`src/rtl/encoder_pkg.sv`:
```
// Shared types and helpers for the sequential 74148-style priority encoder.
package encoder_pkg;

  localparam int NUM_REQ = 8;
  localparam int CODE_W  = 3;

  typedef enum logic {
    IDLE = 1'b0,
    HOLD = 1'b1
  } state_t;

  // Highest set index of an 8-bit vector; 0 when nothing is set.
  function automatic logic [CODE_W-1:0] prio_enc8(input logic [NUM_REQ-1:0] v);
    logic [CODE_W-1:0] idx;
    idx = '0;
    for (int i = 0; i < NUM_REQ; i++) begin
      if (v[i]) idx = CODE_W'(i);
    end
    return idx;
  endfunction

endpackage

```
`src/rtl/sync_edge_det.sv`:
```
// Multi-flop synchroniser per request line followed by a falling-edge detector.
// All flops reset to 1 so that released lines read as inactive.
module sync_edge_det #(
  parameter int SYNC_STAGES = 2,
  parameter int WIDTH       = 8
) (
  input  logic             clk_i,
  input  logic             rst_n_i,
  input  logic [WIDTH-1:0] in_n_i,
  output logic [WIDTH-1:0] fall_o
);

  logic [WIDTH-1:0] sync_p [SYNC_STAGES];
  logic [WIDTH-1:0] hist_p;

  // Synchroniser chain plus one history stage for edge detection.
  always_ff @(posedge clk_i or negedge rst_n_i) begin
    if (!rst_n_i) begin
      for (int i = 0; i < SYNC_STAGES; i++) sync_p[i] <= '1;
      hist_p <= '1;
    end else begin
      sync_p[0] <= in_n_i;
      for (int i = 1; i < SYNC_STAGES; i++) sync_p[i] <= sync_p[i-1];
      hist_p <= sync_p[SYNC_STAGES-1];
    end
  end

  // A line that was high last cycle and is low now has just been requested.
  assign fall_o = hist_p & ~sync_p[SYNC_STAGES-1];

endmodule

```
`src/rtl/encoder_74148_seq.sv`:
```
// Registered 8-to-3 priority encoder: captured requests are latched as pending,
// the highest one is presented and held until the consumer acknowledges it.
module encoder_74148_seq
  import encoder_pkg::*;
#(
  parameter int SYNC_STAGES = 2
) (
  input  logic              clk_i,
  input  logic              rst_n_i,
  input  logic              ei_n_i,
  input  logic [NUM_REQ-1:0] in_n_i,
  input  logic              ack_i,
  output logic [CODE_W-1:0] a_n_o,
  output logic [CODE_W-1:0] code_o,
  output logic              gs_n_o,
  output logic              eo_n_o,
  output logic              valid_o,
  output logic [NUM_REQ-1:0] pending_o
);

  logic [NUM_REQ-1:0] fall;
  logic [NUM_REQ-1:0] pending_q;
  logic [NUM_REQ-1:0] pending_nxt;
  logic [NUM_REQ-1:0] clr;
  state_t             state_q;
  state_t             state_nxt;
  logic [CODE_W-1:0]  code_q;
  logic [CODE_W-1:0]  code_nxt;
  logic [CODE_W-1:0]  a_n_q;
  logic               gs_n_q;
  logic               eo_n_q;

  sync_edge_det #(
    .SYNC_STAGES (SYNC_STAGES),
    .WIDTH       (NUM_REQ)
  ) u_sync_edge_det (
    .clk_i   (clk_i),
    .rst_n_i (rst_n_i),
    .in_n_i  (in_n_i),
    .fall_o  (fall)
  );

  // Next-state, code selection and pending update; a new edge beats a clear.
  always_comb begin
    state_nxt = state_q;
    code_nxt  = code_q;
    clr       = '0;
    case (state_q)
      IDLE: begin
        if (!ei_n_i && (pending_q != '0)) begin
          state_nxt = HOLD;
          code_nxt  = prio_enc8(pending_q);
        end
      end
      HOLD: begin
        if (ei_n_i) begin
          state_nxt = IDLE;
        end else if (ack_i) begin
          state_nxt    = IDLE;
          clr[code_q]  = 1'b1;
        end
      end
      default: state_nxt = IDLE;
    endcase
    pending_nxt = (pending_q & ~clr) | fall;
  end

  // State, pending register and outputs, all registered from the next state.
  always_ff @(posedge clk_i or negedge rst_n_i) begin
    if (!rst_n_i) begin
      state_q   <= IDLE;
      code_q    <= '0;
      pending_q <= '0;
      a_n_q     <= '1;
      gs_n_q    <= 1'b1;
      eo_n_q    <= 1'b1;
    end else begin
      state_q   <= state_nxt;
      code_q    <= code_nxt;
      pending_q <= pending_nxt;
      a_n_q     <= (state_nxt == HOLD) ? ~code_nxt : '1;
      gs_n_q    <= (state_nxt != HOLD);
      eo_n_q    <= !(!ei_n_i && (state_nxt == IDLE) && (pending_nxt == '0));
    end
  end

  assign a_n_o     = a_n_q;
  assign code_o    = ~a_n_q;
  assign gs_n_o    = gs_n_q;
  assign valid_o   = ~gs_n_q;
  assign eo_n_o    = eo_n_q;
  assign pending_o = pending_q;

endmodule

```
`config.mk`:
```
export PLATFORM = sky130hd
export DESIGN_NAME = encoder_74148_seq
export DESIGN_NICKNAME = d
export VERILOG_FILES = /design/src/rtl/encoder_pkg.sv /design/src/rtl/sync_edge_det.sv /design/src/rtl/encoder_74148_seq.sv
export SDC_FILE = /design/constraint.sdc
export NUM_CORES = 1
export LEC_CHECK = 0
export ABC_AREA = 1
export CAP_MARGIN = 20
export CORE_ASPECT_RATIO = 1.2
export CORE_MARGIN = 5
export CORE_UTILIZATION = 45
export CTS_CLUSTER_SIZE = 12
export DETAILED_ROUTE_END_ITERATION = 8
export PLACE_DENSITY = 0.8
export SYNTH_ARGS = -nofsm -noshare
export SYNTH_HDL_FRONTEND = slang
export SYNTH_SLANG_ARGS = --single-unit
```
`constraint.sdc`:
```
create_clock -name clk_i -period 2.8 [get_ports clk_i]
set_input_delay 0.42 -clock clk_i [delete_from_list [all_inputs] [get_ports clk_i]]
set_output_delay 0.42 -clock clk_i [all_outputs]
set_load 0.05 [all_outputs]
```
==> results of run 1 <==
-- cells in the final DEF (no fill, tap or decap) --
cell type,count
sky130_fd_sc_hd__nor2_4,4
sky130_fd_sc_hd__clkdlybuf4s50_1,27
sky130_fd_sc_hd__o21ai_1,1
sky130_fd_sc_hd__o21ai_0,1
sky130_fd_sc_hd__inv_2,7
sky130_fd_sc_hd__nand2_2,6
sky130_fd_sc_hd__a21oi_1,2
sky130_fd_sc_hd__o21a_1,1
sky130_fd_sc_hd__clkinv_2,2
sky130_fd_sc_hd__clkbuf_8,5
sky130_fd_sc_hd__clkinvlp_4,1
sky130_fd_sc_hd__o21bai_1,1
sky130_fd_sc_hd__nor2_1,10
sky130_fd_sc_hd__inv_1,24
sky130_fd_sc_hd__nand3_1,9
sky130_fd_sc_hd__nor2_2,8
sky130_fd_sc_hd__nand2_1,29
sky130_fd_sc_hd__dfstp_2,29
sky130_fd_sc_hd__dfrtp_1,12
sky130_fd_sc_hd__buf_2,1
sky130_fd_sc_hd__nand4_1,1
-- metal layers --
| layer | GRT usage, % | wire [um] | share of wire (%) |
|---|---|---|---|
| met2 | 21.7 | 1390 | 53 |
| met1 | 13.3 | 986 | 37 |
| met3 | 5.44 | 185 | 7.0 |
| met5 | 0 | 0 | 0 |
| met4 | 9.24 | 76 | 2.9 |
-- worst paths after layout --
| path | endpoint | slack [ns] | depth (start not counted) |
|---|---|---|---|
| setup / recovery | a_n_o[2] | 0.76 | 1 |
| hold / removal | pending_o[0] | 0.23 | 1 |
| setup reg to reg | eo_n_o | 1.53 | 8 |
| hold reg to reg | u_sync_edge_det.sync_p[1] | 0.35 | 0 |
| max in group asynchronous | code_q[0] | 2.05 | 1 |
| min in group clk_i | u_sync_edge_det.sync_p[1] | 0.35 | 0 |
-- through the flow --
stage	setup WS (ns)	area (sq um)	utilization (%)
after floorplan	1.42	1540	-
after detailed placement	1.07	1870	55.9
after global placement	1.08	1870	55.9
final	0.764	1950	58.5
after CTS	0.743	1950	58.5
after global routing	0.722	1950	58.5
-- cells by family (layout without fill, tap and decap cells) --
logic type             Yosys count  count (layout)  synth area share, %
flip-flops                      41              41                 68.8
AO/OA/AOI/OAI                    6               6                 2.27
buffers and inverters           31              67                 7.54
AND/OR/NAND/NOR                 67              67                 21.4
-- cell type report --
class / count / share of cell area (%)
Clock buffer: 5 / 3.53
Clock inverter: 3 / 0.897
Inverter: 31 / 5.96
Multi-Input combinational cell: 73 / 18.7
Sequential cell: 41 / 54.4
Tap cell: 37 / 2.37
Timing Repair Buffer: 28 / 14.1
-- sequential cells by signal (all words and copies together) (netlist names) --
register / flops
state_q: 1
u_sync_edge_det.sync_p: 16
pending_o: 8
code_q: 3
a_n_o: 3
u_sync_edge_det.hist_p: 8
eo_n_o: 1
gs_n_o: 1
-- report_power, final --
| group | internal [mW] | total, mW | leakage (nW) | switching, mW |
|---|---|---|---|---|
| registers | 0.647 | 0.671 | 0.419 | 0.0232 |
| clock network | 0.172 | 0.365 | 0.0439 | 0.194 |
| logic | 0.0657 | 0.199 | 0.421 | 0.133 |
==> results by stage, run 1 <==
Placed design:
- The number of placed instances, taps included, is 210.
- The count of buffers from port buffering is 28.
- The half-perimeter wire length after placement is 2010 um.
- Routability-driven placement finished with a final weighted congestion of 0.881.

STA:
- The final hold slack is 0.235 ns.
- Measured against its own limit, the worst slew margin works out to 44.1%.
- The total setup violations reported at the end of the flow is 0.
- Setup repair after global routing left no endpoint under its margin.
- The slew of the pin with the lowest slew margin is 0.839 ns.
- Dividing the final minimum period by the clock period gives 72.7%.
- The count of final hold-check violations is 0.
- After routing, the total negative slack on setup checks comes to 0 ns.
- Timing would allow up to 491 MHz.
- The final clock skew is 0.00354 ns.
- The shortest period the worst path allows is 2.04 ns.
- The final max-slew violation count is 0.

Clock tree:
- The clock tree synthesis step divided the H-tree into 2 levels.
- TritonCTS built the clock tree.
- The number of buffers created by CTS is 5.
- The clock reaches the later pin of the worst-skew pair after 0.29 ns.
- The cell chosen for the clock root is sky130_fd_sc_hd__clkbuf_8.
- Clock tree synthesis found a total of 41 sinks.
- The number of buffers on the longest clock path is 2.
- After clock tree synthesis, the clock-pin slew on the worst setup and hold paths is 0.08 ns.
- Once the clock tree was built, the setup fixing pass inserted 0 buffers.
- The number of hold buffers added after CTS was 0.
- The post-CTS resize count is 0.

Detailed routing:
- The detailed router's first-iteration violation count is 35.
- The first-pass iteration count of the detailed router is 4.
- In the routed layout, each cell is associated on average with a via count of 4.57.
- Dividing the detail-routed wire length by the instance count gives 12.1 um.
- The antenna violation net count after detailed routing is 0.
- Wires add up to 2640 um.
- The via count of the routed design is 996.
- In the routed design, unresolved DRC markers number 0.

Setup path:
- The number of buffers and inverters on the critical path is 1.
- Traced cell by cell, the critical path runs through clkdlybuf4s50_1.
- The kind of cell adding the most delay to the critical path is buffers and inverters.
- In this run the worst path has a maximum fanout of 2.
- Tracing the worst setup path back leads to its startpoint at a_n_o[2].
- The maximum single-stage delay on the critical path is 0.80 ns.
- The critical-path cell with the highest stage delay is sky130_fd_sc_hd__clkdlybuf4s50_1.
- The critical path is of the reg2out type.
- The worst setup path is launched from a flip-flop.
- The required arrival time at the worst endpoint is 2.38 ns.
- The startpoint of the lowest-slack register-to-register path is pending_o[6].
- The sort of element at the end of the critical path is an output pin.
- Data arrives at the worst endpoint at 1.62 ns.

Global route:
- The first-pass GRT wire length is 4560 um.
- The number of antenna violations at the first check in global routing came to 0.
- The total overflow left after global routing is 0.
- In the global route stage, overall resource usage came out at 13.0%.
- The largest net degree at the start of global routing is 42.
- The number of global-route vias before repair is 1070.

Floorplanning:
- The area of the die is 4710 sq um.
- In this run the horizontal extent of the chip is 63.5 um.
- The initial core utilization is 46.3%.
- In this run the count of I/O pins placed on the die edge is 29.
- The area of the core is 3340 sq um.
- The die is 74.2 um tall.
- The initialized floorplan defines 23 standard-cell rows.

Final layout:
- The repair_antennas step left the layout with diodes totalling 0.
- The final standard cell count with taps included and fillers excluded is 218.
- The fraction of final layout cells sized beyond drive strength 1 is 34.8%.
- The area growth from synthesis to layout is 26.4%.
- At the end of the flow, the number of nets in the layout was 192.
- The fill cell total of the finished layout is 297.
- In the final layout, the multi-input gates occupy 365 sq um.
- The register area is 1060 sq um.

Yosys:
- Yosys mapped a number of flops with a built-in enable equal to 0.
- The count of warnings emitted by yosys is 0.
- The count of state elements after synthesis is 41.
- The net count after synthesis is 157.
- The synthesized netlist contains 16 unique library cells.
- The count of mapped cells out of synthesis is 145.
- Sorting the synthesized cells by area gives the leading types as sky130_fd_sc_hd__dfstp_2, sky130_fd_sc_hd__dfrtp_1, sky130_fd_sc_hd__nand2_1.
- After synthesis, the share of flip-flops with an asynchronous set or reset is 100%.
- The area of the mapped netlist is 1540 sq um.
- The primary flip-flop cell chosen by synthesis mapping is sky130_fd_sc_hd__dfstp_2.
- Averaged over all synthesized cells, the footprint is 10.6 sq um.
- The largest total area in the synthesized netlist belongs to sky130_fd_sc_hd__dfstp_2.
- By count the netlist is led by sky130_fd_sc_hd__dfstp_2, sky130_fd_sc_hd__nand2_1, sky130_fd_sc_hd__inv_1.
- Sequential cells were found to cover 68.8% of the synthesized design area.
- The top cell type by area accounts for 49.4% of the synthesized area.

Power and ir drop:
- The analysis attributes to cell leakage a power of 0.884 nW.
- For this design the ratio of total power to cell area is 632 nW/um^2.
- The largest voltage drop on the vdd net is 534 uV.
- The post-route total power is 1.23 mW.

Outcome:
- The flow ran to the end, and the final reports show no timing, DRC or antenna violations.

Hold path:
- The class of the tightest hold or removal check is in2async.

Job:
- The number of max-capacitance violations reported is 0.
No activity file was read; power rests on OpenSTA's default activity.
==> run 2, diff against run 1 <==
--- a/config.mk
+++ b/config.mk
@@ -12,7 +12,7 @@
 export CORE_UTILIZATION = 45
 export CTS_CLUSTER_SIZE = 12
 export DETAILED_ROUTE_END_ITERATION = 8
-export PLACE_DENSITY = 0.8
+export PLACE_DENSITY = 0.82
 export SYNTH_ARGS = -nofsm -noshare
 export SYNTH_HDL_FRONTEND = slang
 export SYNTH_SLANG_ARGS = --single-unit
==> constraint.sdc (replaced) <==
create_clock -name clk_i -period 1.6 [get_ports clk_i]
set_input_delay 0.24 -clock clk_i [delete_from_list [all_inputs] [get_ports clk_i]]
set_output_delay 0.24 -clock clk_i [all_outputs]
set_load 0.05 [all_outputs]
==> run 2 against run 1 <==
- the flow now finishes with violations (negative hold slack)
- non-clock buffer count increased by 1
- setup slack got worse by 0.50 ns
- flip-flop and latch count unchanged
- sequential share of layout area is 0.62 points lower
==> results by stage, run 2 (synthesized netlist as in run 1, its figures left out) <==
Outcome:
- The flow ran to the end, but the final reports show violations.
- The checks that failed: negative hold slack.

Placed design:
- The count of buffers from port buffering is 28.
- Summed over all nets, the half-perimeter wirelength after detailed placement is 2090 um.
- Routability-driven placement finished with a final weighted congestion of 0.860.
- The post-placement cell count is 211.

STA:
- The final clock skew is 0.00945 ns.
- The maximum clock rate is 750 MHz.
- The final max-slew violation count is 0.
- The count of final hold-check violations is 3.
- The worst pin sits at a relative slew slack of 68.4%.
- Setup violations remaining at the end of the flow were counted as 0.
- The final hold slack is -0.0109 ns.
- Setup repair after global routing left no endpoint under its margin.
- The worst path needs 1.33 ns of the cycle, external delays included.
- After layout, the worst path uses 83.3% of the clock period.
- The slew of the pin with the lowest slew margin is 0.474 ns.

Global route:
- Global routing finished with a remaining overflow of 0.
- For met2 alone, demand over resource in global routing was 20.5%.
- The number of global-route vias before repair came to 1021.
- For met3 alone, demand over resource in global routing was 5.14%.
- In the global route stage, met1 resource usage came out at 14.0%.
- The largest net degree at the start of global routing is 42.
- The number of antenna violations at the first check in global routing came to 0.
- The global routing stage identified its most utilized layer as met2.
- The global-route usage over all layers is 12.8%.
- The first-pass GRT wire length is 4510 um.

Setup path:
- The number of cells on the worst reg-to-reg path is 6.
- For the worst setup path, the data required time is 1.82 ns.
- Along the worst path, the maximum fanout reaches 4.
- Data on the critical path arrives at its endpoint at 1.55 ns.
- STA classifies the critical path endpoint as a flip-flop.
- The startpoint type of the worst setup path is an input pin.
- The kind of critical path is in2reg.

Power and ir drop:
- In this run the power density over the cells is 1100 nW/um^2.
- Combinational logic is responsible for 17.0% of the overall power.
- For this design the static power due to leakage is 0.920 nW.
- The switching part of the total is 27.2%.
- Total power for the finished layout comes to 2.16 mW.
- For this design the total switching power over the nets is 0.588 mW.
- The internal power summed over all cells is 1.58 mW.
- The sequential power share is 54.7%.
- Across the VDD grid, the largest voltage drop is 854 uV.
- The clock network fraction of total power is 28.3%.

Floorplanning:
- The area of the core is 3340 sq um.
- The area of the die is 4710 sq um.
- The die extent in y is 74.2 um.
- The count of boundary I/O pins is 29.
- The floorplan step set the die width to 63.5 um.
- The initialized floorplan defines 23 standard-cell rows.
- The initial core utilization is 46.3%.

Final layout:
- The register with the most flip-flops in the layout has 16 of them.
- Once layout is complete, the cells apart from fillers number 219.
- The top cell types in the final layout, fill and taps aside, are sky130_fd_sc_hd__nand2_1, sky130_fd_sc_hd__dfstp_2, sky130_fd_sc_hd__inv_1, sky130_fd_sc_hd__buf_4, sky130_fd_sc_hd__dfrtp_1.
- Cells with a size suffix above 1 make up 43.4% of the layout.
- More flip-flops sit in one register than any other, and that register is u_sync_edge_det.sync_p.
- The final net count is 193.
- Compared with the post-synthesis result, the final layout area differs by 27.9%.
- The number of antenna cells inserted is 0.

Clock tree:
- Counting along the longest clock path gives a buffer depth of 2.
- The post-CTS repair timing setup buffer count is 0.
- The count of hold buffers inserted by post-cts repair is 0.
- The clock latency on the worst-skew pair is 0.29 ns.
- The root buffer cell chosen for the clock tree is sky130_fd_sc_hd__clkbuf_8.
- The clock drives 41 sinks.
- The number of buffers created by CTS is 5.
- The number of gates resized after CTS was 0.
- The clock tree from TritonCTS is done.
- The number of levels in the clock H-tree is 2.
- After clock tree synthesis, the clock-pin slew on the worst setup and hold paths is 0.07 ns.

Detailed routing:
- The detailed router's first-iteration violation count is 29.
- The first detailed-routing pass ran for 4 iterations.
- The post-detailed-route wirelength per cell is 12.2 um.
- The DRC violation count after routing is 0.
- The antenna violation net count after detailed routing is 0.
- Summed over all layers, the routed wires come to 2680 um.
- The via density per instance is 4.62.
- The via count of the routed design is 1012.

Hold path:
- The tightest min-delay check is of the in2async type.

Job:
- Across the run, the number of max-cap violations was 0.
## run 2: worst max-delay path, cell delays in order
cell	delay (ns)
sky130_fd_sc_hd__clkdlybuf4s50_1	0.54
sky130_fd_sc_hd__inv_2	0.05
sky130_fd_sc_hd__nor2_2	0.14
sky130_fd_sc_hd__nand3_1	0.13
sky130_fd_sc_hd__a21oi_1	0.21
sky130_fd_sc_hd__nand2_1	0.08
sky130_fd_sc_hd__nor2_1	0.11
sky130_fd_sc_hd__nand2_1	0.06
## run 2: path summary, 6_finish.rpt
kind	startpoint	endpoint	slack, ns
max	ack_i	eo_n_o	0.27
min	rst_n_i	code_q[2]	-0.01
max reg2reg	code_q[1]	eo_n_o	0.34
min reg2reg	u_sync_edge_det.sync_p[13]	u_sync_edge_det.sync_p[5]	0.35
max in group asynchronous	rst_n_i	u_sync_edge_det.sync_p[6]	1.24
min in group clk_i	in_n_i[0]	u_sync_edge_det.sync_p[8]	0.35
## run 2: stage by stage
| step | setup TNS [ns] | util, % | setup slack, ns | hold WS (ns) | area, sq um |
|---|---|---|---|---|---|
| floorplan | 0 | - | 0.215 | -0.0556 | 1540 |
| global placement | -0.0363 | 56.7 | -0.0363 | 0.311 | 1890 |
| detailed placement | -0.0419 | 56.7 | -0.0419 | 0.322 | 1890 |
| finish | 0 | 59.1 | 0.267 | -0.0109 | 1970 |
| global route | 0 | 59.1 | 0.112 | 0.0308 | 1970 |
| CTS | 0 | 59.1 | 0.260 | 0.00656 | 1970 |
## run 2: power groups by stage
stage / combinational [mW] / clock, mW / sequential (mW)
after global routing: 0.397 / 0.689 / 1.19
after detailed placement: 0.373 / 0 / 1.20
after floorplan: 0.140 / 0 / 1.26
after CTS: 0.374 / 0.648 / 1.18
final: 0.369 / 0.612 / 1.18
after global placement: 0.371 / 0 / 1.20
## run 2: layout make-up
class	instances	area, sq um
fill	281	1360
sequential	41	1060
multi-input combinational	73	365
timing repair buffer	29	303
inverter	31	116
clock buffer	7	76.3
tap	37	46.3
clock inverter	1	5.00
## run 2: metal layers
metal / vias up / part of all wire (%)
met5: - / 0
met4: 0 / 3.9
met3: 9 / 9.0
met2: 40 / 48
met1: 466 / 39
li1: 497 / -
==> run 3, diff against run 2 <==
--- a/config.mk
+++ b/config.mk
@@ -12,7 +12,7 @@
 export CORE_UTILIZATION = 45
 export CTS_CLUSTER_SIZE = 12
 export DETAILED_ROUTE_END_ITERATION = 8
-export PLACE_DENSITY = 0.82
+export PLACE_DENSITY = 0.8
 export SYNTH_ARGS = -nofsm -noshare
 export SYNTH_HDL_FRONTEND = slang
 export SYNTH_SLANG_ARGS = --single-unit
==> constraint.sdc (replaced) <==
create_clock -name clk_i -period 1.3 [get_ports clk_i]
set_input_delay 0.195 -clock clk_i [delete_from_list [all_inputs] [get_ports clk_i]]
set_output_delay 0.195 -clock clk_i [all_outputs]
set_load 0.05 [all_outputs]
==> run 3 against run 2 <==
- the run now ends clean
- non-clock buffer count up 12
- worst hold slack better by 0.32 ns
- sequential power is 24% higher
- clock power grew 34%
- cell count up 5.9%
- sequential share of layout area is 5.9 points lower
- wire length increased by 15%
- largest cell class unchanged
- largest power group unchanged
==> results by stage, run 3 (synthesized netlist as in run 1, its figures left out) <==
Outcome:
- The run finished with clean final reports.

Final layout:
- The largest register by flop count is u_sync_edge_det.sync_p.
- The number of antenna diodes in the final layout is 0.
- In the layout the commonest cells are sky130_fd_sc_hd__nand2_1, sky130_fd_sc_hd__dfstp_2, sky130_fd_sc_hd__inv_1, sky130_fd_sc_hd__buf_12, sky130_fd_sc_hd__buf_4.
- The final net count is 206.
- Compared with the post-synthesis result, the final layout area differs by 45.1%.
- Fill cells in the final layout number 255.
- The register area is 1070 sq um.
- The register with the most flip-flops in the layout has 16 of them.
- Cells fill 67.1% of the core in the end.
- The post-route netlist has 53.3% of its cells at a drive strength greater than 1.
- With fillers left out, the area of the finished cells amounts to 2240 sq um.
- The multi-input gate area in the final layout is 392 sq um.

Setup path:
- In this run the worst path has a maximum fanout of 2.
- The critical path in this run is classified as reg2out.
- The sort of element at the end of the critical path is an output pin.
- The first element of the critical path is gs_n_o.
- The startpoint of the lowest-slack register-to-register path is pending_o[4].
- The required arrival time at the worst endpoint is 1.11 ns.
- The worst setup path is launched from a flip-flop.
- The signal arrival time at the worst endpoint is 1.06 ns.

Detailed routing:
- After detailed routing, the number of remaining DRC violations is 0.
- The post-detailed-route wirelength per cell is 13.3 um.
- The via density per instance is 4.79.
- The wire length after detailed routing is 3080 um.
- After the first detailed-routing iteration, the DRC count stood at 40.
- The detailed router placed 1111 vias in this run.
- The first-pass iteration count of the detailed router is 4.
- The count of nets left with antenna violations once routing finished came out at 0.

Hold path:
- The class of the tightest hold or removal check is in2reg.
- The start point of the worst min-delay path is in_n_i[1].

Global route:
- In the global route stage, overall resource usage came out at 14.5%.
- The number of antenna violations at the first check in global routing is 0.
- The residual overflow from global routing is 0.
- The number of global-route vias before repair is 1208.
- The first global-routing pass estimated 5200 um of wire.
- The largest net degree at the start of global routing is 42.

Power and ir drop:
- The static leakage is 1.03 nW.
- The largest voltage drop on the vdd net is 845 uV.
- The power density normalized to cell area is 1260 nW/um^2.

Floorplanning:
- The die is 74.2 um tall.
- In this run the horizontal extent of the chip is 63.5 um.
- The area of the core is 3340 sq um.
- The count of boundary I/O pins is 29.
- The initial core utilization is 46.3%.
- The floorplan has 23 rows.
- The die covers 4710 sq um.

Clock tree:
- The number of levels in the clock H-tree is 2.
- The tree is rooted in a sky130_fd_sc_hd__clkbuf_8.
- In this run the deepest clock path goes through 2 buffers.
- The clock tree from TritonCTS is done.
- The clock net in this run drives a total of 41 sinks.
- The number of buffers created by CTS is 5.
- Clock-pin slew was measured on the worst setup and hold paths at 0.08 ns.
- The clock reaches the later pin of the worst-skew pair after 0.29 ns.

Placed design:
- The placer's final routability congestion estimate is 0.882.
- After detailed placement, the total cell area comes to 2090 sq um.
- After legalization and detailed placement, the total HPWL measured 2290 um.
- The count of buffers added on input and output ports is 28.

STA:
- In this run the tightest slew margin relative to its limit is 85.0%.
- After routing, the total negative slack on setup checks comes to 0 ns.
- The final clock skew is 0.00992 ns.
- The maximum clock rate is 799 MHz.
- The shortest period the worst path allows is 1.25 ns.
- The total setup violations reported at the end of the flow is 0.
- The slew of the pin with the lowest slew margin is 0.225 ns.
- The worst path uses 96.2% of the clock period.
- The count of final hold-check violations is 0.
- The final max-slew violation count was 0.
- Setup repair after global routing could not meet its margin everywhere.

Job:
- The number of max-capacitance violations reported is 0.
## run 3: timing repair
item,4_1_cts,5_1_grt
hold buffers,1,0
hold endpoints to repair,12,0
resized for setup,0,11
endpoints found under the setup margin,0,6
setup buffers,0,1
## run 3: per-layer routing
| layer | GRT usage (%) | share of wire, % | up-vias |
|---|---|---|---|
| li1 | - | - | 528 |
| met1 | 13.9 | 34 | 528 |
| met2 | 25.6 | 54 | 42 |
| met3 | 6.04 | 7.6 | 13 |
| met4 | 9.01 | 3.6 | 0 |
| met5 | 0 | 0 | - |
## run 3: path summary, 6_finish.rpt
| check | end | slack (ns) | depth (start not counted) |
|---|---|---|---|
| min in group asynchronous | code_q[1] | 0.41 | 3 |
| max in group asynchronous | u_sync_edge_det.hist_p[4] | 0.63 | 3 |
| worst min register to register | u_sync_edge_det.sync_p[2] | 0.35 | 0 |
| worst max-delay path | valid_o | 0.05 | 2 |
| worst max register to register | eo_n_o | 0.06 | 8 |
| worst min-delay path | u_sync_edge_det.sync_p[9] | 0.31 | 1 |
## run 3: power by group
group | internal, mW | switching (mW) | leakage, nW
Clock | 0.432 | 0.391 | 0.0455
Combinational | 0.234 | 0.319 | 0.573
Sequential | 1.40 | 0.0595 | 0.415
## run 3: area by class of cell
type                            instances  area share, %
Sequential cell                        41           47.9
Inverter                               31           5.19
Clock buffer                            8           4.02
Tap cell                               37           2.07
Multi-Input combinational cell         74           17.5
Timing Repair Buffer                   41           23.3
## run 3: stage by stage
step | hold slack, ns | std cells | total power, mW | worst slack (ns)
after global placement | 0.175 | 221 | 1.98 | -0.226
after detailed placement | 0.178 | 221 | 2.00 | -0.232
final | 0.305 | 232 | 2.83 | 0.0489
after global routing | 0.293 | 232 | 2.97 | -0.0284
after floorplan | -0.101 | 145 | 1.73 | 0.0297
after CTS | 0.290 | 230 | 2.85 | 0.00410
## run 3: worst max-delay path, stage by stage, from the launching register on
cell and delay [ns]:
sky130_fd_sc_hd__dfstp_2 0.56, sky130_fd_sc_hd__inv_1 0.05, sky130_fd_sc_hd__buf_6 0.15
